<file path="config.mk">
export PLATFORM = sky130hd
export DESIGN_NAME = mpt_walk_mem_arbiter
export DESIGN_NICKNAME = d
export VERILOG_FILES = /design/src/rtl/mpt_walk_mem_arbiter_pkg.sv /design/src/rtl/mpt_walk_mem_arbiter_id_fifo.sv /design/src/rtl/mpt_walk_mem_arbiter.sv
export SDC_FILE = /design/constraint.sdc
export NUM_CORES = 1
export LEC_CHECK = 0
export CORE_AREA = 2 2 185 187
export DETAILED_ROUTE_END_ITERATION = 10
export DIE_AREA = 0 0 187 189
export GPL_ROUTABILITY_DRIVEN = 0
export PLACE_DENSITY_LB_ADDON = 0.05
export SLEW_MARGIN = 0
export SYNTH_ARGS = -nofsm -noshare
export SYNTH_HDL_FRONTEND = slang
export SYNTH_SLANG_ARGS = --single-unit
</file>
<file path="constraint.sdc">
create_clock -name clk_i -period 4.35 [get_ports clk_i]
set_input_delay 0.87 -clock clk_i [delete_from_list [all_inputs] [get_ports clk_i]]
set_output_delay 0.87 -clock clk_i [all_outputs]
set_load 0.03 [all_outputs]
</file>
<file path="src/rtl/mpt_walk_mem_arbiter_pkg.sv">
// -----------------------------------------------------------------------------
// mpt_pkg
// Shared types and helpers for the MPT-walker memory-port arbiter.
//   arb_state_e             : drain FSM states
//   MPT_ARB_PERF_CNT_WIDTH  : width of the optional performance counters
//   MPT_ARB_MAX_REQ         : largest supported requester count
//   rr_pick()               : round-robin winner search
// -----------------------------------------------------------------------------
package mpt_pkg;

    typedef enum logic [1:0] {
        ARB_RUN      = 2'd0,
        ARB_DRAINING = 2'd1,
        ARB_DRAINED  = 2'd2
    } arb_state_e;

    localparam int unsigned MPT_ARB_PERF_CNT_WIDTH = 32;
    localparam int unsigned MPT_ARB_MAX_REQ        = 8;

    // First set bit of valid[num-1:0], searching upward from ptr and wrapping.
    // With no bit set the pointer itself is returned, so an idle arbiter
    // reports a stable (but meaningless) winner.
    function automatic int unsigned rr_pick(
        input logic [MPT_ARB_MAX_REQ-1:0] valid,
        input int unsigned                ptr,
        input int unsigned                num
    );
        int unsigned win;
        int unsigned idx;
        logic        found;
        win   = ptr;
        found = 1'b0;
        for (int unsigned i = 0; i < MPT_ARB_MAX_REQ; i++) begin
            if (i < num) begin
                idx = (ptr + i) % num;
                if (!found && valid[idx[2:0]]) begin
                    win   = idx;
                    found = 1'b1;
                end
            end
        end
        return win;
    endfunction

endpackage

</file>
<file path="src/rtl/mpt_walk_mem_arbiter_id_fifo.sv">
// -----------------------------------------------------------------------------
// mpt_id_fifo
// Synchronous in-order FIFO holding the requester index of every read that
// has been issued to memory and not yet answered.
//   clk_i, rst_i   : clock, synchronous active-high reset (flushes the FIFO)
//   push_i         : write push_data_i (ignored when full)
//   push_data_i    : requester index of the issued read
//   pop_i          : retire the head entry (ignored when empty)
//   head_o         : requester index of the oldest outstanding read
//   full_o/empty_o : occupancy flags
//   count_o        : number of stored entries
// -----------------------------------------------------------------------------
module mpt_id_fifo #(
    parameter int unsigned DEPTH  = 4,
    parameter int unsigned DATA_W = 2,
    parameter int unsigned CNT_W  = $clog2(DEPTH) + 1
) (
    input  logic              clk_i,
    input  logic              rst_i,
    input  logic              push_i,
    input  logic [DATA_W-1:0] push_data_i,
    input  logic              pop_i,
    output logic [DATA_W-1:0] head_o,
    output logic              full_o,
    output logic              empty_o,
    output logic [CNT_W-1:0]  count_o
);

    localparam int unsigned PTR_W = $clog2(DEPTH);

    logic [DATA_W-1:0] mem_q [DEPTH];
    logic [PTR_W-1:0]  wr_ptr_q, wr_ptr_d;
    logic [PTR_W-1:0]  rd_ptr_q, rd_ptr_d;
    logic [CNT_W-1:0]  cnt_q, cnt_d;
    logic              push_ok, pop_ok;

    assign full_o  = (cnt_q == CNT_W'(DEPTH));
    assign empty_o = (cnt_q == '0);
    assign count_o = cnt_q;
    assign head_o  = mem_q[rd_ptr_q];

    assign push_ok = push_i & ~full_o;
    assign pop_ok  = pop_i & ~empty_o;

    // DEPTH is a power of two, so the pointers wrap by plain overflow.
    always_comb begin
        wr_ptr_d = wr_ptr_q;
        rd_ptr_d = rd_ptr_q;
        cnt_d    = cnt_q;
        if (push_ok) begin
            wr_ptr_d = wr_ptr_q + PTR_W'(1);
        end
        if (pop_ok) begin
            rd_ptr_d = rd_ptr_q + PTR_W'(1);
        end
        unique case ({push_ok, pop_ok})
            2'b10:   cnt_d = cnt_q + CNT_W'(1);
            2'b01:   cnt_d = cnt_q - CNT_W'(1);
            default: cnt_d = cnt_q;
        endcase
    end

    always_ff @(posedge clk_i) begin
        if (rst_i) begin
            wr_ptr_q <= '0;
            rd_ptr_q <= '0;
            cnt_q    <= '0;
        end else begin
            wr_ptr_q <= wr_ptr_d;
            rd_ptr_q <= rd_ptr_d;
            cnt_q    <= cnt_d;
        end
    end

    // Storage carries no reset: an entry is only read after it was written.
    always_ff @(posedge clk_i) begin
        if (push_ok) begin
            mem_q[wr_ptr_q] <= push_data_i;
        end
    end

endmodule

</file>
<file path="src/rtl/mpt_walk_mem_arbiter.sv">
// -----------------------------------------------------------------------------
// mpt_walk_mem_arbiter
// Shares the single MPT-walker memory read port among NUM_REQ walk-level
// requesters. Round-robin arbitration on the request side, an in-order ID
// FIFO to route each response back to its issuer, and a drain FSM that
// quiesces the port for mmpt CSR writes and fences.
//
// Ports:
//   clk_i, rst_i            : clock, synchronous active-high reset
//   req_valid_i/req_ready_o : per-requester read request handshake
//   req_addr_i              : packed addresses, requester k at [k*ADDR_WIDTH +: ADDR_WIDTH]
//   rsp_valid_o/rsp_ready_i : per-requester response handshake
//   rsp_data_o, rsp_error_o : response payload, shared by all requesters
//   mem_req_*               : memory request channel
//   mem_rsp_*               : memory response channel (in-order)
//   drain_i                 : level request to quiesce the port
//   drained_o               : high while quiesced
//   spurious_rsp_o          : sticky, a response arrived with nothing outstanding
//
// Optional feature macro MPT_ARB_PERF_CNT_EN adds perf_grant_cnt_o (one
// saturating 32-bit accepted-request counter per requester) and
// perf_full_stall_cnt_o (cycles with any request pending while the ID FIFO
// is full).
// -----------------------------------------------------------------------------
module mpt_walk_mem_arbiter
    import mpt_pkg::*;
#(
    parameter int unsigned NUM_REQ         = 4,
    parameter int unsigned ADDR_WIDTH      = 64,
    parameter int unsigned DATA_WIDTH      = 64,
    parameter int unsigned MAX_OUTSTANDING = 4
) (
    input  logic                          clk_i,
    input  logic                          rst_i,
    input  logic [NUM_REQ-1:0]            req_valid_i,
    output logic [NUM_REQ-1:0]            req_ready_o,
    input  logic [NUM_REQ*ADDR_WIDTH-1:0] req_addr_i,
    output logic [NUM_REQ-1:0]            rsp_valid_o,
    input  logic [NUM_REQ-1:0]            rsp_ready_i,
    output logic [DATA_WIDTH-1:0]         rsp_data_o,
    output logic                          rsp_error_o,
    output logic                          mem_req_valid_o,
    input  logic                          mem_req_ready_i,
    output logic [ADDR_WIDTH-1:0]         mem_req_addr_o,
    input  logic                          mem_rsp_valid_i,
    output logic                          mem_rsp_ready_o,
    input  logic [DATA_WIDTH-1:0]         mem_rsp_data_i,
    input  logic                          mem_rsp_error_i,
    input  logic                          drain_i,
    output logic                          drained_o,
    output logic                          spurious_rsp_o
`ifdef MPT_ARB_PERF_CNT_EN
    ,
    output logic [NUM_REQ*MPT_ARB_PERF_CNT_WIDTH-1:0] perf_grant_cnt_o,
    output logic [MPT_ARB_PERF_CNT_WIDTH-1:0]         perf_full_stall_cnt_o
`endif
);

    localparam int unsigned IDX_W = (NUM_REQ > 1) ? $clog2(NUM_REQ) : 1;
    localparam int unsigned CNT_W = $clog2(MAX_OUTSTANDING) + 1;

    arb_state_e                 state_q, state_d;
    logic [IDX_W-1:0]           rr_ptr_q, rr_ptr_d;
    logic                       spurious_q, spurious_d;

    logic [MPT_ARB_MAX_REQ-1:0] valid_pad;
    logic [IDX_W-1:0]           winner;
    logic [IDX_W-1:0]           head;
    logic                       fifo_full, fifo_empty;
    logic [CNT_W-1:0]           fifo_count;
    logic                       issue_ok;
    logic                       any_valid;
    logic                       req_hs;
    logic                       rsp_pop;
    logic                       drain_empty;

    // ---------------------------------------------------------------- request
    always_comb begin
        valid_pad              = '0;
        valid_pad[NUM_REQ-1:0] = req_valid_i;
    end

    assign any_valid = |req_valid_i;
    assign winner    = IDX_W'(rr_pick(valid_pad, 32'(rr_ptr_q), NUM_REQ));

    assign mem_req_valid_o = issue_ok & any_valid;
    // Address is forced to zero when no request is offered so the bus is
    // quiet while idle.
    assign mem_req_addr_o  = mem_req_valid_o ? req_addr_i[winner*ADDR_WIDTH +: ADDR_WIDTH]
                                             : '0;
    assign req_hs          = mem_req_valid_o & mem_req_ready_i;

    always_comb begin
        req_ready_o         = '0;
        req_ready_o[winner] = mem_req_ready_i & issue_ok & any_valid;
    end

    // The pointer only advances on an accepted request, so a stalled winner
    // keeps the grant and mem_req_valid_o/addr stay stable.
    always_comb begin
        rr_ptr_d = rr_ptr_q;
        if (req_hs) begin
            rr_ptr_d = IDX_W'((32'(winner) + 32'd1) % NUM_REQ);
        end
    end

    // --------------------------------------------------------------- response
    always_comb begin
        rsp_valid_o       = '0;
        rsp_valid_o[head] = mem_rsp_valid_i & ~fifo_empty;
    end

    assign rsp_data_o  = mem_rsp_data_i;
    assign rsp_error_o = mem_rsp_error_i;

    // With nothing outstanding the response is swallowed (ready tracks valid)
    // and flagged as spurious instead of being routed anywhere.
    assign mem_rsp_ready_o = fifo_empty ? mem_rsp_valid_i : rsp_ready_i[head];
    assign rsp_pop         = mem_rsp_valid_i & ~fifo_empty & rsp_ready_i[head];
    assign spurious_d      = spurious_q | (mem_rsp_valid_i & fifo_empty);

    // Full is taken from the registered count, so a pop in the same cycle
    // does not open a slot for a push until the next cycle.
    mpt_id_fifo #(
        .DEPTH  (MAX_OUTSTANDING),
        .DATA_W (IDX_W),
        .CNT_W  (CNT_W)
    ) u_id_fifo (
        .clk_i       (clk_i),
        .rst_i       (rst_i),
        .push_i      (req_hs),
        .push_data_i (winner),
        .pop_i       (rsp_pop),
        .head_o      (head),
        .full_o      (fifo_full),
        .empty_o     (fifo_empty),
        .count_o     (fifo_count)
    );

    // ------------------------------------------------------------------ drain
    // No pushes happen outside RUN, so "empty after this cycle" only needs
    // the last entry being popped now.
    assign drain_empty = fifo_empty | ((fifo_count == CNT_W'(1)) & rsp_pop);

    always_comb begin
        state_d   = state_q;
        issue_ok  = 1'b0;
        drained_o = 1'b0;
        unique case (state_q)
            ARB_RUN: begin
                issue_ok = ~fifo_full;
                if (drain_i) begin
                    state_d = ARB_DRAINING;
                end
            end
            ARB_DRAINING: begin
                if (!drain_i) begin
                    state_d = ARB_RUN;
                end else if (drain_empty) begin
                    state_d = ARB_DRAINED;
                end
            end
            ARB_DRAINED: begin
                drained_o = 1'b1;
                if (!drain_i) begin
                    state_d = ARB_RUN;
                end
            end
            default: begin
                state_d = ARB_RUN;
            end
        endcase
    end

    always_ff @(posedge clk_i) begin
        if (rst_i) begin
            state_q    <= ARB_RUN;
            rr_ptr_q   <= '0;
            spurious_q <= 1'b0;
        end else begin
            state_q    <= state_d;
            rr_ptr_q   <= rr_ptr_d;
            spurious_q <= spurious_d;
        end
    end

    assign spurious_rsp_o = spurious_q;

`ifdef MPT_ARB_PERF_CNT_EN
    // ------------------------------------------------------------ perf count
    localparam int unsigned PW = MPT_ARB_PERF_CNT_WIDTH;

    logic [NUM_REQ-1:0][PW-1:0] grant_cnt_q;
    logic [PW-1:0]              stall_cnt_q;

    always_ff @(posedge clk_i) begin
        if (rst_i) begin
            grant_cnt_q <= '0;
            stall_cnt_q <= '0;
        end else begin
            for (int k = 0; k < int'(NUM_REQ); k++) begin
                if (req_hs && (winner == IDX_W'(k)) && (grant_cnt_q[k] != '1)) begin
                    grant_cnt_q[k] <= grant_cnt_q[k] + PW'(1);
                end
            end
            if (any_valid && fifo_full && (stall_cnt_q != '1)) begin
                stall_cnt_q <= stall_cnt_q + PW'(1);
            end
        end
    end

    assign perf_grant_cnt_o      = grant_cnt_q;
    assign perf_full_stall_cnt_o = stall_cnt_q;
`endif

endmodule

</file>
==> key figures <==
Power and ir drop
  – Cell Pwr Density: about 380 mW/mm²
  – Power share of the clock group: 0.096
  – Switching pwr: 1.29 mW
  – Sw Share: 0.477
  – Flop pwr share: 0.105
  – Logic pwr share: 0.800
  – Internal: around 1.4 mW
  – P_leak: 2.74 nW
  – Total power: 2.71 mW
  – Maximum vdd drop: between 0.15 and 0.2 mV

Timing
  – RSZ-0062 raised after global routing: false
  – Tmin final: roughly 4000 ps
  – Clock Skew: 1.45 ps
  – Setup_tns: 0 ps
  – Transition time at the pin with the least slew margin: ~560 ps
  – Pins Over Slew Limit: 0
  – Relative slew slack: 0.630
  – Final setup vio count: 0
  – Max Fclk: 0.244 GHz
  – Count of final hold-check violations: 0
  – Final worst-path cycle share: 0.944

Floorplanning
  – Die extent in y: around 190 µm
  – Placeable Area: about 0.033 mm²
  – Die W: approximately 190 µm
  – # rows: 67
  – Starting density of the core: 0.107
  – Die area: between 0.03 and 0.04 mm²
  – Io pins: 475

Yosys
  – Post-synth ARST share: 0
  – Synth cell count leaders: mux2i_1, buf_4, o22ai_1, dfxtp_1, nor2_1
  – Compound-cell area share of the yosys netlist: 0.149
  – Cells after synthesis: around 410
  – Top_reg_cell synth: dfxtp_1
  – Most frequent cell after synthesis: mux2i_1
  – Syn_nets: ~760
  – Top post-synthesis cells by area: mux2i_1, buf_4, o22ai_1, dfxtp_1, edfxtp_1
  – Count of cell types in the netlist: 33
  – Post-synth top area share: 0.373
  – Largest family of logic cells by synthesized area: multiplexers
  – Synth Area in XOR/XNOR: 0.00982
  – #FFs+latches synth: 22
  – Register area share after synthesis: 0.146
  – Synth Area in Simple Gates: 0.0695
  – Post-Syn Area per Cell: slightly below 9 µm²
  – Post-synthesis mux area share: 0.390
  – Area leader, netlist: mux2i_1
  – Area of the mapped netlist: about 0.0036 mm²
  – Post-synth EDFFs: 8
  – Yosys warns: 0
  – Adder-Cell Fraction of Synth Area: 0.0456

GRT
  – GRT Util Overall: 0.136
  – Initial antenna violation count: 5
  – Global-route wire length before repair: about 35 mm
  – Number of global-route vias before repair: 4621
  – Largest net degree at the start of global routing: 65
  – Congestion Overflow GR: 0

Cells and area
  – P&R area growth vs syn: 102%
  – Fin nets: between 1000 and 1500
  – Final non-filler cell total: 1124
  – Share of cells above drive strength 1: 0.135
  – Final Util: 0.216

Clock network
  – Inserted Clock Buffers: 3
  – Clock Root Buffer: clkbuf_16
  – # resized after CTS: 0
  – Clk buf depth: 2
  – Worst skew pair latency: between 200 and 300 ps
  – Clock-pin transition on the worst setup and hold timing paths: approximately 60 ps
  – Clk sinks: 22
  – Postcts setup bufs: 0
  – H-tree levels: 1
  – Hold-fix buffers at CTS: 0
  – CTS tree: built

Worst setup path
  – Critical Path End Type: output pin
  – Worst Setup EP: mem_req_addr_o[36]
  – Worst Path Required: 3480 ps
  – Type of the worst setup path: in -> out
  – Worst EP arrival: between 3000 and 4000 ps
  – Register-to-register setup slack: 1580 ps
  – Crit Path Max Fanout: 53
  – Reg2Reg Depth: 10
  – FF-to-FF End: u_id_fifo.count_o[2]
  – Worst reg2reg startpoint: u_id_fifo.count_o[0]
  – Startpoint types: input pin
  – Critical path origin: req_valid_i[3]

Detailed routing
  – # DRC: 0
  – First-pass DRT Iterations: 4
  – Per-cell routed wire length: roughly 23 µm
  – Routed Wire Length: between 20 and 30 mm
  – Vias/cell: between 3 and 4
  – Initial drt markers: approximately 130
  – DR vias: around 4200
  – Routed Antenna Nets: 0

Place
  – Post-DP HPWL: 22.1 mm
  – Placed Cells: 1118
  – # port buffers: between 300 and 400

Worst hold path
  – Min-Delay Path Class: reg -> reg

Job
  – Max Cap Violations: 0

Outcome
  – Outcome: completed
==> cell usage in the layout (no fill, tap or decap), types with 2 or more instances in the layout <==
master           synthesis  routed
buf_12                   0      18
nor2_1                  14      14
mux2i_1                133     133
mux4_2                   2       2
nand3_1                  2       2
and3_1                   8       8
nand2_1                  3       2
inv_1                    8       8
xor2_1                   2       2
o21ai_0                  7       7
buf_4                   75      62
nand2b_1                 3       2
nor2b_1                  9       9
or3_1                    3       3
a21oi_1                  5       5
edfxtp_1                 8       8
clkbuf_16                0       3
a211oi_1                 3       3
ha_1                    13      13
clkdlybuf4s50_1          0     276
o22ai_1                 65      65
diode_2                  0       2
xnor2_1                  2       2
dfxtp_1                 14      14
==> through the flow <==
| step | setup slack, ps | area, µm² | hold WS, ps |
|---|---|---|---|
| final | 245 | 7200 | 472 |
| after global placement | 189 | 7090 | 454 |
| after global routing | 103 | 7190 | 550 |
| after detailed placement | 232 | 7090 | 465 |
| after floorplan | 1090 | 3570 | 459 |
| after CTS | 223 | 7190 | 482 |
==> power by group through the flow <==
stage | Clock, mW | Combinational (mW) | Sequential (mW)
floorplan | 0 | 1.30 | 0.285
global placement | 0 | 2.20 | 0.288
detailed placement | 0 | 2.19 | 0.289
CTS | 0.267 | 2.20 | 0.284
global route | 0.277 | 2.31 | 0.289
finish | 0.259 | 2.16 | 0.283
==> logic make-up after synthesis <==
kind of cell | Yosys count
buffers and inverters | 103
AND/OR/NAND/NOR | 46
multiplexers | 136
AO/OA/AOI/OAI | 85
adder cells (fa/ha/maj) | 13
XOR/XNOR | 4
flip-flops | 22
==> worst max-delay path: stages <==
cell             delay [ps]
clkdlybuf4s50_1         550
or3_1                   130
o21ai_0                 130
o31ai_4                 400
buf_12                  390
buf_4                   220
mux2i_1                  80
o22ai_1                 270
buf_12                  160
==> state kept, by name, summed over array words and instances (netlist names), named ones only <==
signal,flops
u_id_fifo.mem_q,8
u_id_fifo.count_o,3
rr_ptr_q,2
state_q,2
u_id_fifo.rd_ptr_q,2
u_id_fifo.wr_ptr_q,2
spurious_rsp_o,1
==> metal layers <==
metal,global-route usage,wire length (µm),vias up
met2,0.240,12500,231
met4,0.0131,132,10
li1,-,-,1993
met3,0.0810,3610,14
met5,0.0261,178,-
met1,0.142,9020,1915
==> final cells by class <==
cell class	instances	area (µm²)
Multi-Input combinational cell	284	2390
Fill cell	3654	26100
Inverter	8	30.0
Clock inverter	1	30.0
Tap cell	448	561
Clock buffer	3	75.1
Sequential cell	22	520
Timing Repair Buffer	356	3590
Antenna cell	2	5.00
==> how the worst min path moves through the flow <==
stage | startpoint | cells past startpoint | slack, ps | to
floorplan | u_id_fifo.rd_ptr_q[1] | 2 | 460 | flip-flop
global placement | spurious_rsp_o | 2 | 450 | spurious_rsp_o
detailed placement | spurious_rsp_o | 2 | 470 | spurious_rsp_o
CTS | spurious_rsp_o | 2 | 480 | spurious_rsp_o
global route | spurious_rsp_o | 2 | 550 | spurious_rsp_o
finish | spurious_rsp_o | 2 | 470 | spurious_rsp_o
Power figures use the tool's default switching activity.
